### src/rtl/calc_g_scan_ctrl_pkg.sv
// Shared types for the calc_G sweep sequencer, calc_G_top and downstream consumers:
// index/zparam widths, sweep FSM encoding and the sideband tag record.
package calc_g_scan_ctrl_pkg;

  localparam int IDX_W = 10;
  localparam int Z_W   = 32;

  typedef logic signed [IDX_W-1:0] idx_t;
  typedef logic [Z_W-1:0]          zparam_t;

  typedef enum logic [1:0] {
    ST_IDLE,
    ST_ISSUE,
    ST_DRAIN
  } state_t;

  // Sideband travelling alongside calc_G_top's datapath.
  typedef struct packed {
    logic valid;
    logic last;
    idx_t m;
    idx_t n;
  } tag_t;

endpackage

### src/rtl/calc_g_scan_ctrl_if.sv
// Host-side control/range bus plus calc_G_top-facing index and tag outputs.
// The master modport is the host/config side; the slave modport is the sequencer.
interface calc_g_scan_ctrl_if;
  import calc_g_scan_ctrl_pkg::*;

  logic    start;
  logic    abort;
  idx_t    m_min;
  idx_t    m_max;
  idx_t    n_min;
  idx_t    n_max;
  zparam_t zparam_in;

  idx_t    m;
  idx_t    n;
  zparam_t zparam;
  logic    g_valid;
  idx_t    g_m;
  idx_t    g_n;
  logic    g_last;
  logic    busy;
  logic    done;
  logic    range_err;

  modport master (
    output start, abort, m_min, m_max, n_min, n_max, zparam_in,
    input  m, n, zparam, g_valid, g_m, g_n, g_last, busy, done, range_err
  );

  modport slave (
    input  start, abort, m_min, m_max, n_min, n_max, zparam_in,
    output m, n, zparam, g_valid, g_m, g_n, g_last, busy, done, range_err
  );

endinterface

### src/rtl/calc_g_tag_pipe.sv
// DEPTH-stage shift register of sweep tags, matched to calc_G_top latency.
// i_clear drops valid/last in every stage (including the one being loaded).
module calc_g_tag_pipe
  import calc_g_scan_ctrl_pkg::*;
#(
  parameter int DEPTH = 8
) (
  input  logic clk,
  input  logic rst_n,
  input  logic i_clear,
  input  tag_t i_tag,
  output tag_t o_tag
);

  tag_t r_stage [DEPTH];

  // NOTE: the whole array is reset, not only the valid bits, because the tail
  // drives g_m/g_n directly and those must read 0 out of reset.
  always_ff @(posedge clk or negedge rst_n) begin
    if (!rst_n) begin
      for (int i = 0; i < DEPTH; i++) r_stage[i] <= '0;
    end else begin
      r_stage[0] <= i_tag;
      for (int i = 1; i < DEPTH; i++) r_stage[i] <= r_stage[i-1];
      if (i_clear) begin
        for (int i = 0; i < DEPTH; i++) begin
          r_stage[i].valid <= 1'b0;
          r_stage[i].last  <= 1'b0;
        end
      end
    end
  end

  assign o_tag = r_stage[DEPTH-1];

endmodule

### src/rtl/calc_g_scan_ctrl.sv
// Sweeps the signed (m,n) grid one point per clock into calc_G_top and carries
// a latency-matched {valid,last,m,n} tag so results arrive with their indices.
module calc_g_scan_ctrl
  import calc_g_scan_ctrl_pkg::*;
#(
  parameter int G_LATENCY = 8
) (
  input logic               clk,
  input logic               rst_n,
  calc_g_scan_ctrl_if.slave bus
);

  state_t  r_state;
  state_t  w_state_nxt;
  idx_t    r_m;
  idx_t    r_n;
  idx_t    r_m_max;
  idx_t    r_n_min;
  idx_t    r_n_max;
  zparam_t r_zparam;
  logic    r_done;
  logic    r_range_err;

  logic    w_range_ok;
  logic    w_accept;
  logic    w_reject;
  logic    w_issue;
  logic    w_at_end;
  logic    w_done;
  tag_t    w_tag_in;
  tag_t    w_tail;

  // NOTE: state and datapath registers use non-blocking assignments only, so
  // every flop samples pre-edge values regardless of statement order.
  always_ff @(posedge clk or negedge rst_n) begin
    if (!rst_n) r_state <= ST_IDLE;
    else        r_state <= w_state_nxt;
  end

  always_comb begin
    // NOTE: every signal gets a default first so no path holds its old value,
    // which would otherwise infer a latch.
    w_state_nxt = r_state;
    w_accept    = 1'b0;
    w_reject    = 1'b0;
    w_issue     = 1'b0;
    w_at_end    = 1'b0;
    w_done      = 1'b0;
    w_range_ok  = (bus.m_min <= bus.m_max) && (bus.n_min <= bus.n_max);
    case (r_state)
      ST_IDLE: begin
        if (bus.start && !bus.abort) begin
          if (w_range_ok) begin
            w_accept    = 1'b1;
            w_state_nxt = ST_ISSUE;
          end else begin
            w_reject    = 1'b1;
          end
        end
      end
      ST_ISSUE: begin
        w_issue  = 1'b1;
        w_at_end = (r_m == r_m_max) && (r_n == r_n_max);
        if (w_at_end) w_state_nxt = ST_DRAIN;
      end
      ST_DRAIN: begin
        if (w_tail.valid && w_tail.last) begin
          w_done      = !bus.abort;
          w_state_nxt = ST_IDLE;
        end
      end
      default: w_state_nxt = ST_IDLE;
    endcase
    if (bus.abort) w_state_nxt = ST_IDLE;
    w_tag_in = '{valid: w_issue, last: w_at_end, m: r_m, n: r_n};
  end

  // Counters compare against the bound before stepping, so -512..511 never wraps.
  always_ff @(posedge clk or negedge rst_n) begin
    if (!rst_n) begin
      r_m         <= '0;
      r_n         <= '0;
      r_m_max     <= '0;
      r_n_min     <= '0;
      r_n_max     <= '0;
      r_zparam    <= '0;
      r_done      <= 1'b0;
      r_range_err <= 1'b0;
    end else begin
      r_done      <= w_done;
      r_range_err <= w_reject;
      if (w_accept) begin
        r_m      <= bus.m_min;
        r_n      <= bus.n_min;
        r_m_max  <= bus.m_max;
        r_n_min  <= bus.n_min;
        r_n_max  <= bus.n_max;
        r_zparam <= bus.zparam_in;
      end else if (w_issue && !w_at_end && !bus.abort) begin
        if (r_n == r_n_max) begin
          r_n <= r_n_min;
          r_m <= r_m + idx_t'(1);
        end else begin
          r_n <= r_n + idx_t'(1);
        end
      end
    end
  end

  calc_g_tag_pipe #(.DEPTH(G_LATENCY)) u_tag_pipe (
    .clk     (clk),
    .rst_n   (rst_n),
    .i_clear (bus.abort),
    .i_tag   (w_tag_in),
    .o_tag   (w_tail)
  );

  assign bus.m         = r_m;
  assign bus.n         = r_n;
  assign bus.zparam    = r_zparam;
  assign bus.g_valid   = w_tail.valid;
  assign bus.g_m       = w_tail.m;
  assign bus.g_n       = w_tail.n;
  assign bus.g_last    = w_tail.valid & w_tail.last;
  assign bus.busy      = (r_state != ST_IDLE);
  assign bus.done      = r_done;
  assign bus.range_err = r_range_err;

endmodule

### src/flat_wrapper.sv
// flat-port wrapper written by rule: the top's interface ports become plain ports
module calc_g_scan_ctrl_flat import calc_g_scan_ctrl_pkg::*;
#(
  parameter int G_LATENCY = 8
)
  (clk, rst_n, bus_start, bus_abort, bus_m_min, bus_m_max, bus_n_min, bus_n_max, bus_zparam_in, bus_m, bus_n, bus_zparam, bus_g_valid, bus_g_m, bus_g_n, bus_g_last, bus_busy, bus_done, bus_range_err);
  calc_g_scan_ctrl_if bus_i ();
  input logic clk;
  input logic rst_n;
  input wire logic [$bits(bus_i.start)-1:0] bus_start;
  input wire logic [$bits(bus_i.abort)-1:0] bus_abort;
  input wire logic [$bits(bus_i.m_min)-1:0] bus_m_min;
  input wire logic [$bits(bus_i.m_max)-1:0] bus_m_max;
  input wire logic [$bits(bus_i.n_min)-1:0] bus_n_min;
  input wire logic [$bits(bus_i.n_max)-1:0] bus_n_max;
  input wire logic [$bits(bus_i.zparam_in)-1:0] bus_zparam_in;
  output wire logic [$bits(bus_i.m)-1:0] bus_m;
  output wire logic [$bits(bus_i.n)-1:0] bus_n;
  output wire logic [$bits(bus_i.zparam)-1:0] bus_zparam;
  output wire logic [$bits(bus_i.g_valid)-1:0] bus_g_valid;
  output wire logic [$bits(bus_i.g_m)-1:0] bus_g_m;
  output wire logic [$bits(bus_i.g_n)-1:0] bus_g_n;
  output wire logic [$bits(bus_i.g_last)-1:0] bus_g_last;
  output wire logic [$bits(bus_i.busy)-1:0] bus_busy;
  output wire logic [$bits(bus_i.done)-1:0] bus_done;
  output wire logic [$bits(bus_i.range_err)-1:0] bus_range_err;
  assign bus_i.start = bus_start;
  assign bus_i.abort = bus_abort;
  assign bus_i.m_min = bus_m_min;
  assign bus_i.m_max = bus_m_max;
  assign bus_i.n_min = bus_n_min;
  assign bus_i.n_max = bus_n_max;
  assign bus_i.zparam_in = bus_zparam_in;
  assign bus_m = bus_i.m;
  assign bus_n = bus_i.n;
  assign bus_zparam = bus_i.zparam;
  assign bus_g_valid = bus_i.g_valid;
  assign bus_g_m = bus_i.g_m;
  assign bus_g_n = bus_i.g_n;
  assign bus_g_last = bus_i.g_last;
  assign bus_busy = bus_i.busy;
  assign bus_done = bus_i.done;
  assign bus_range_err = bus_i.range_err;
  calc_g_scan_ctrl #(.G_LATENCY(G_LATENCY)) u_core (.clk(clk), .rst_n(rst_n), .bus(bus_i));
endmodule
### config.mk
export PLATFORM = sky130hd
export DESIGN_NAME = calc_g_scan_ctrl_flat
export DESIGN_NICKNAME = d
export VERILOG_FILES = /design/src/rtl/calc_g_scan_ctrl_pkg.sv /design/src/rtl/calc_g_scan_ctrl_if.sv /design/src/rtl/calc_g_tag_pipe.sv /design/src/rtl/calc_g_scan_ctrl.sv /design/src/flat_wrapper.sv
export SDC_FILE = /design/constraint.sdc
export NUM_CORES = 1
export LEC_CHECK = 0
export BUFFER_PORTS_ARGS = -buffer_cell sky130_fd_sc_hd__buf_2
export CAP_MARGIN = 25
export CELL_PAD_IN_SITES_DETAIL_PLACEMENT = 1
export CELL_PAD_IN_SITES_GLOBAL_PLACEMENT = 1
export CORE_ASPECT_RATIO = 0.7
export CORE_MARGIN = 1.5
export CORE_UTILIZATION = 45
export CTS_BUF_LIST = sky130_fd_sc_hd__clkbuf_8
export DETAILED_ROUTE_END_ITERATION = 12
export GPL_ROUTABILITY_DRIVEN = 0
export PLACE_DENSITY = 0.88
export SETUP_SLACK_MARGIN = 0.2
export SLEW_MARGIN = 20
export SYNTH_ARGS = -nofsm -noshare
export SYNTH_HDL_FRONTEND = slang
export SYNTH_HIERARCHICAL = 1
export SYNTH_SLANG_ARGS = --single-unit
### constraint.sdc
create_clock -name clk -period 6.5 [get_ports clk]
set_input_delay 0.325 -clock clk [delete_from_list [all_inputs] [get_ports clk]]
set_output_delay 0.325 -clock clk [all_outputs]
set_load 0.03 [all_outputs]
==> reports/qor.json <==
{
  "yosysUniqueCellTypes": 41,
  "syn-mean-instance-area_um2": 15.24,
  "viasPerCell": 4.841,
  "final_nets": 889,
  "globalRoute.totalOverflow": 0,
  "drt_pass1_iterations": 4,
  "setup.worst_path.start_class": "flop",
  "cts_buffers": 41,
  "syn_inst": 604,
  "critical_path_class": "reg -> reg",
  "maxClockFrequency_ghz": 0.3033,
  "worstPathArrival_ns": 3.69,
  "synthDominantAreaCellType": "sky130_fd_sc_hd__dfrtp_1",
  "initial_core_util_pct": 46.25,
  "tritoncts": "built",
  "path_clk_slew_ns": 0.06,
  "maximum_number_of_pins_on_one_net_before_global_route_repair": 135,
  "final_period_minus_worst_setup_slack_ns": 3.297,
  "rrSetupSlack_ns": 3.20,
  "synth_largest_type_area_fraction_pct": 71.21,
  "ioPinCount": 153,
  "ys_ff_latch": 262,
  "chipHeight_um": 122.7,
  "critPathMaxFanout": 22,
  "clk_path_buf_depth": 3,
  "antenna_found_initial": 1,
  "insertedDiodeCount": 0,
  "unrepaired_setup_endpoints_after_global_routing": "false",
  "track_usage_pct": 18.79,
  "crit_path_end_kind": "flop",
  "routed_wire_length_per_instance_um": 17.71,
  "ir_drop_mv": 0.2163,
  "routed-via-count": 5277,
  "clock_latency_at_the_later_pin_of_the_worst_skew_pair_ns": 0.53,
  "final.setup.worst_slack_ns": 3.203,
  "ctsHtreeMaxLevel": 2,
  "max_slew.worst_pin.slew_ns": 0.9548,
  "synth_top_cells_by_area": "sky130_fd_sc_hd__dfrtp_1, sky130_fd_sc_hd__mux2_2, sky130_fd_sc_hd__ha_1",
  "dr.first_iter.drc_count": 256,
  "hold_path_class": "in -> reg",
  "buffers_added_on_ports": 152,
  "ratio_of_cells_with_drive_above_1_in_the_final_layout_pct": 35.73,
  "post_cts_buffers": 0,
  "final_hold_viol_count": 0,
  "place_worst_setup_slack_ns": 3.138,
  "cp_slowest_stage_delay_ns": 0.71,
  "final-setup-viol-count": 0,
  "synth.net_count": 702,
  "ant_nets": 0,
  "root_buffer": "sky130_fd_sc_hd__clkbuf_8",
  "p_per_area_nw_per_um2": 472.5,
  "cp_num_buf_inv": 1,
  "syn_std_cell_area_um2": 9208,
  "vias_in_the_first_global_route": 5871,
  "share_of_the_yosys_chip_area_belonging_to_registers_pct": 71.21,
  "worstPathRequired_ns": 6.90,
  "final.fill_count": 1995,
  "fin_skew_ns": 0.01553,
  "critical-path-slowest-cell": "sky130_fd_sc_hd__nand3_1",
  "floorplan.die_area_um2": 21340,
  "outcome": "completed",
  "path_delay_family": "simple AND/OR/NAND/NOR gates",
  "remaining_drc_errors": 0,
  "maxSlewViolCount": 0,
  "wire_length_of_the_first_global_routing_pass_um": 30880,
  "layout_worst_path_cycle_share_pct": 50.73,
  "totalWireLength_um": 19310,
  "worstPathCellList": "xor2_1, nor4_1, nand3_1, nor3_1, buf_4, nand4_1, xnor2_1, mux2_2",
  "final_setup_tns_ns": 0,
  "cts_num_sinks": 262,
  "core_area_um2": 19910,
  "die-width_um": 174.0,
  "synth.yosys.warnings": 6,
  "cap_violations": 0,
  "power.static_leakage_nw": 5.518,
  "max-slew-margin-rel_pct": 36.35,
  "dpl.hpwl_um": 12360,
  "area.growth.synth_to_final_pct": 21.01,
  "placement_rows": 43
}
-- kinds of logic (layout without fill, tap and decap cells) --
group	Yosys count	after routing	synth area share, %
flip-flops	262	262	71.21
AND/OR/NAND/NOR	98	98	6.088
multiplexers	69	69	8.371
buffers and inverters	68	284	4.389
AO/OA/AOI/OAI	53	53	3.914
XOR/XNOR	32	32	3.044
adder cells (fa/ha/maj)	22	22	2.989
-- where the power goes --
part           switching, W  total, W  internal (W)
Combinational      0.000777   0.00124      0.000460
Clock              0.000613   0.00134      0.000727
Sequential         0.000368   0.00269       0.00232
-- metrics by stage --
step	cells	utilization [%]	hold slack [ns]	power (W)	cell area, um^2
after CTS	1088	55.91	0.001619	0.005328	11130
after global routing	1090	55.97	0.005459	0.005559	11140
after floorplan	604	-	0.02941	0.003510	9208
after detailed placement	991	50.60	0.3356	0.003934	10070
final	1090	55.97	0.04240	0.005265	11140
after global placement	991	50.60	0.3311	0.003824	10070
-- registers in the layout, indices dropped and copies added (netlist names) --
name / flops
u_core/bus.done: 1
u_core/bus.m: 10
u_core/bus.n: 10
u_core/bus.range_err: 1
u_core/bus.zparam: 32
u_core/r_m_max: 10
u_core/r_n_max: 10
u_core/r_n_min: 10
u_core/r_state: 2
u_core/u_tag_pipe/o_tag: 22
u_core/u_tag_pipe/r_stage: 154
-- worst paths after layout --
kind,endpoint,from,depth (start not counted)
min,u_core/bus.zparam[21],bus_zparam_in[21],2
max in group asynchronous,u_core/u_tag_pipe/r_stage[173],rst_n,3
max reg2reg,u_core/bus.m[9],u_core/bus.n[7],8
min reg2reg,u_core/u_tag_pipe/r_stage[51],u_core/u_tag_pipe/r_stage[73],0
min in group asynchronous,u_core/u_tag_pipe/r_stage[88],rst_n,2
max,u_core/bus.m[9],u_core/bus.n[7],8
-- synthesized netlist by cell type --
master	count
sky130_fd_sc_hd__dfrtp_1	262
sky130_fd_sc_hd__mux2_2	64
sky130_fd_sc_hd__inv_1	29
sky130_fd_sc_hd__buf_4	25
sky130_fd_sc_hd__ha_1	22
sky130_fd_sc_hd__nor2_1	17
sky130_fd_sc_hd__xor2_1	17
sky130_fd_sc_hd__nand2_1	15
sky130_fd_sc_hd__xnor2_1	15
sky130_fd_sc_hd__a21oi_1	13
sky130_fd_sc_hd__o21ai_0	12
sky130_fd_sc_hd__nand4_1	11
sky130_fd_sc_hd__a211oi_1	9
sky130_fd_sc_hd__and3_1	8
sky130_fd_sc_hd__buf_6	7
sky130_fd_sc_hd__nand3_1	7
sky130_fd_sc_hd__nor2b_2	7
sky130_fd_sc_hd__a21o_1	6
sky130_fd_sc_hd__and2b_2	6
sky130_fd_sc_hd__nor3_1	6
sky130_fd_sc_hd__a221o_1	5
sky130_fd_sc_hd__and2_1	5
sky130_fd_sc_hd__clkbuf_1	5
sky130_fd_sc_hd__mux2i_1	5
sky130_fd_sc_hd__nand2b_1	4
sky130_fd_sc_hd__nor2b_1	4
sky130_fd_sc_hd__nor4_1	3
sky130_fd_sc_hd__buf_2	2
sky130_fd_sc_hd__a2111oi_2	1
sky130_fd_sc_hd__a211o_1	1
sky130_fd_sc_hd__and4_1	1
sky130_fd_sc_hd__nand3b_1	1
sky130_fd_sc_hd__nor3b_1	1
sky130_fd_sc_hd__nor4_2	1
sky130_fd_sc_hd__o211ai_1	1
sky130_fd_sc_hd__o21a_1	1
sky130_fd_sc_hd__o21bai_1	1
sky130_fd_sc_hd__o311a_1	1
sky130_fd_sc_hd__o31a_1	1
sky130_fd_sc_hd__o31ai_1	1
sky130_fd_sc_hd__or2_2	1
-- per-layer routing --
| layer | vias up | routed length, um | GRT usage (%) |
|---|---|---|---|
| li1 | 2391 | - | - |
| met1 | 2704 | 8255 | 23.26 |
| met2 | 150 | 9638 | 32.28 |
| met3 | 30 | 1073 | 4.895 |
| met4 | 2 | 325 | 6.681 |
| met5 | - | 12 | 0 |
-- cell usage in the layout (no fill, tap or decap), types with 2 or more instances in the layout --
master	netlist	final
sky130_fd_sc_hd__dfrtp_1	262	262
sky130_fd_sc_hd__buf_2	2	151
sky130_fd_sc_hd__mux2_2	64	64
sky130_fd_sc_hd__clkbuf_8	0	49
sky130_fd_sc_hd__inv_1	29	46
sky130_fd_sc_hd__dlygate4sd3_1	0	25
sky130_fd_sc_hd__ha_1	22	22
sky130_fd_sc_hd__xor2_1	17	17
sky130_fd_sc_hd__nor2_1	17	17
sky130_fd_sc_hd__xnor2_1	15	15
sky130_fd_sc_hd__nand2_1	15	15
sky130_fd_sc_hd__a21oi_1	13	13
sky130_fd_sc_hd__o21ai_0	12	12
sky130_fd_sc_hd__nand4_1	11	11
sky130_fd_sc_hd__a211oi_1	9	9
sky130_fd_sc_hd__and3_1	8	8
sky130_fd_sc_hd__nand3_1	7	7
sky130_fd_sc_hd__nor2b_2	7	7
sky130_fd_sc_hd__nor3_1	6	6
sky130_fd_sc_hd__a21o_1	6	6
sky130_fd_sc_hd__and2b_2	6	6
sky130_fd_sc_hd__and2_1	5	5
sky130_fd_sc_hd__mux2i_1	5	5
sky130_fd_sc_hd__a221o_1	5	5
sky130_fd_sc_hd__nor2b_1	4	4
sky130_fd_sc_hd__nand2b_1	4	4
sky130_fd_sc_hd__nor4_1	3	3
sky130_fd_sc_hd__buf_4	25	3
sky130_fd_sc_hd__clkinv_2	0	2
-- cell type report --
class	instances	area, um^2	area share, %
Clock inverter	23	132.6	1.190
Tap cell	270	337.8	3.032
Multi-Input combinational cell	274	2256	20.25
Inverter	29	108.9	0.9770
Sequential cell	262	6556	58.84
Clock buffer	49	674.4	6.053
Timing Repair Buffer	183	1076	9.658
-- repair_timing --
| item | in CTS | in global routing |
|---|---|---|
| resized for setup | 0 | 0 |
| endpoints found under the hold margin | 152 | 0 |
| hold buffers | 25 | 0 |
Note: power is estimated with default switching activity, not from simulation.
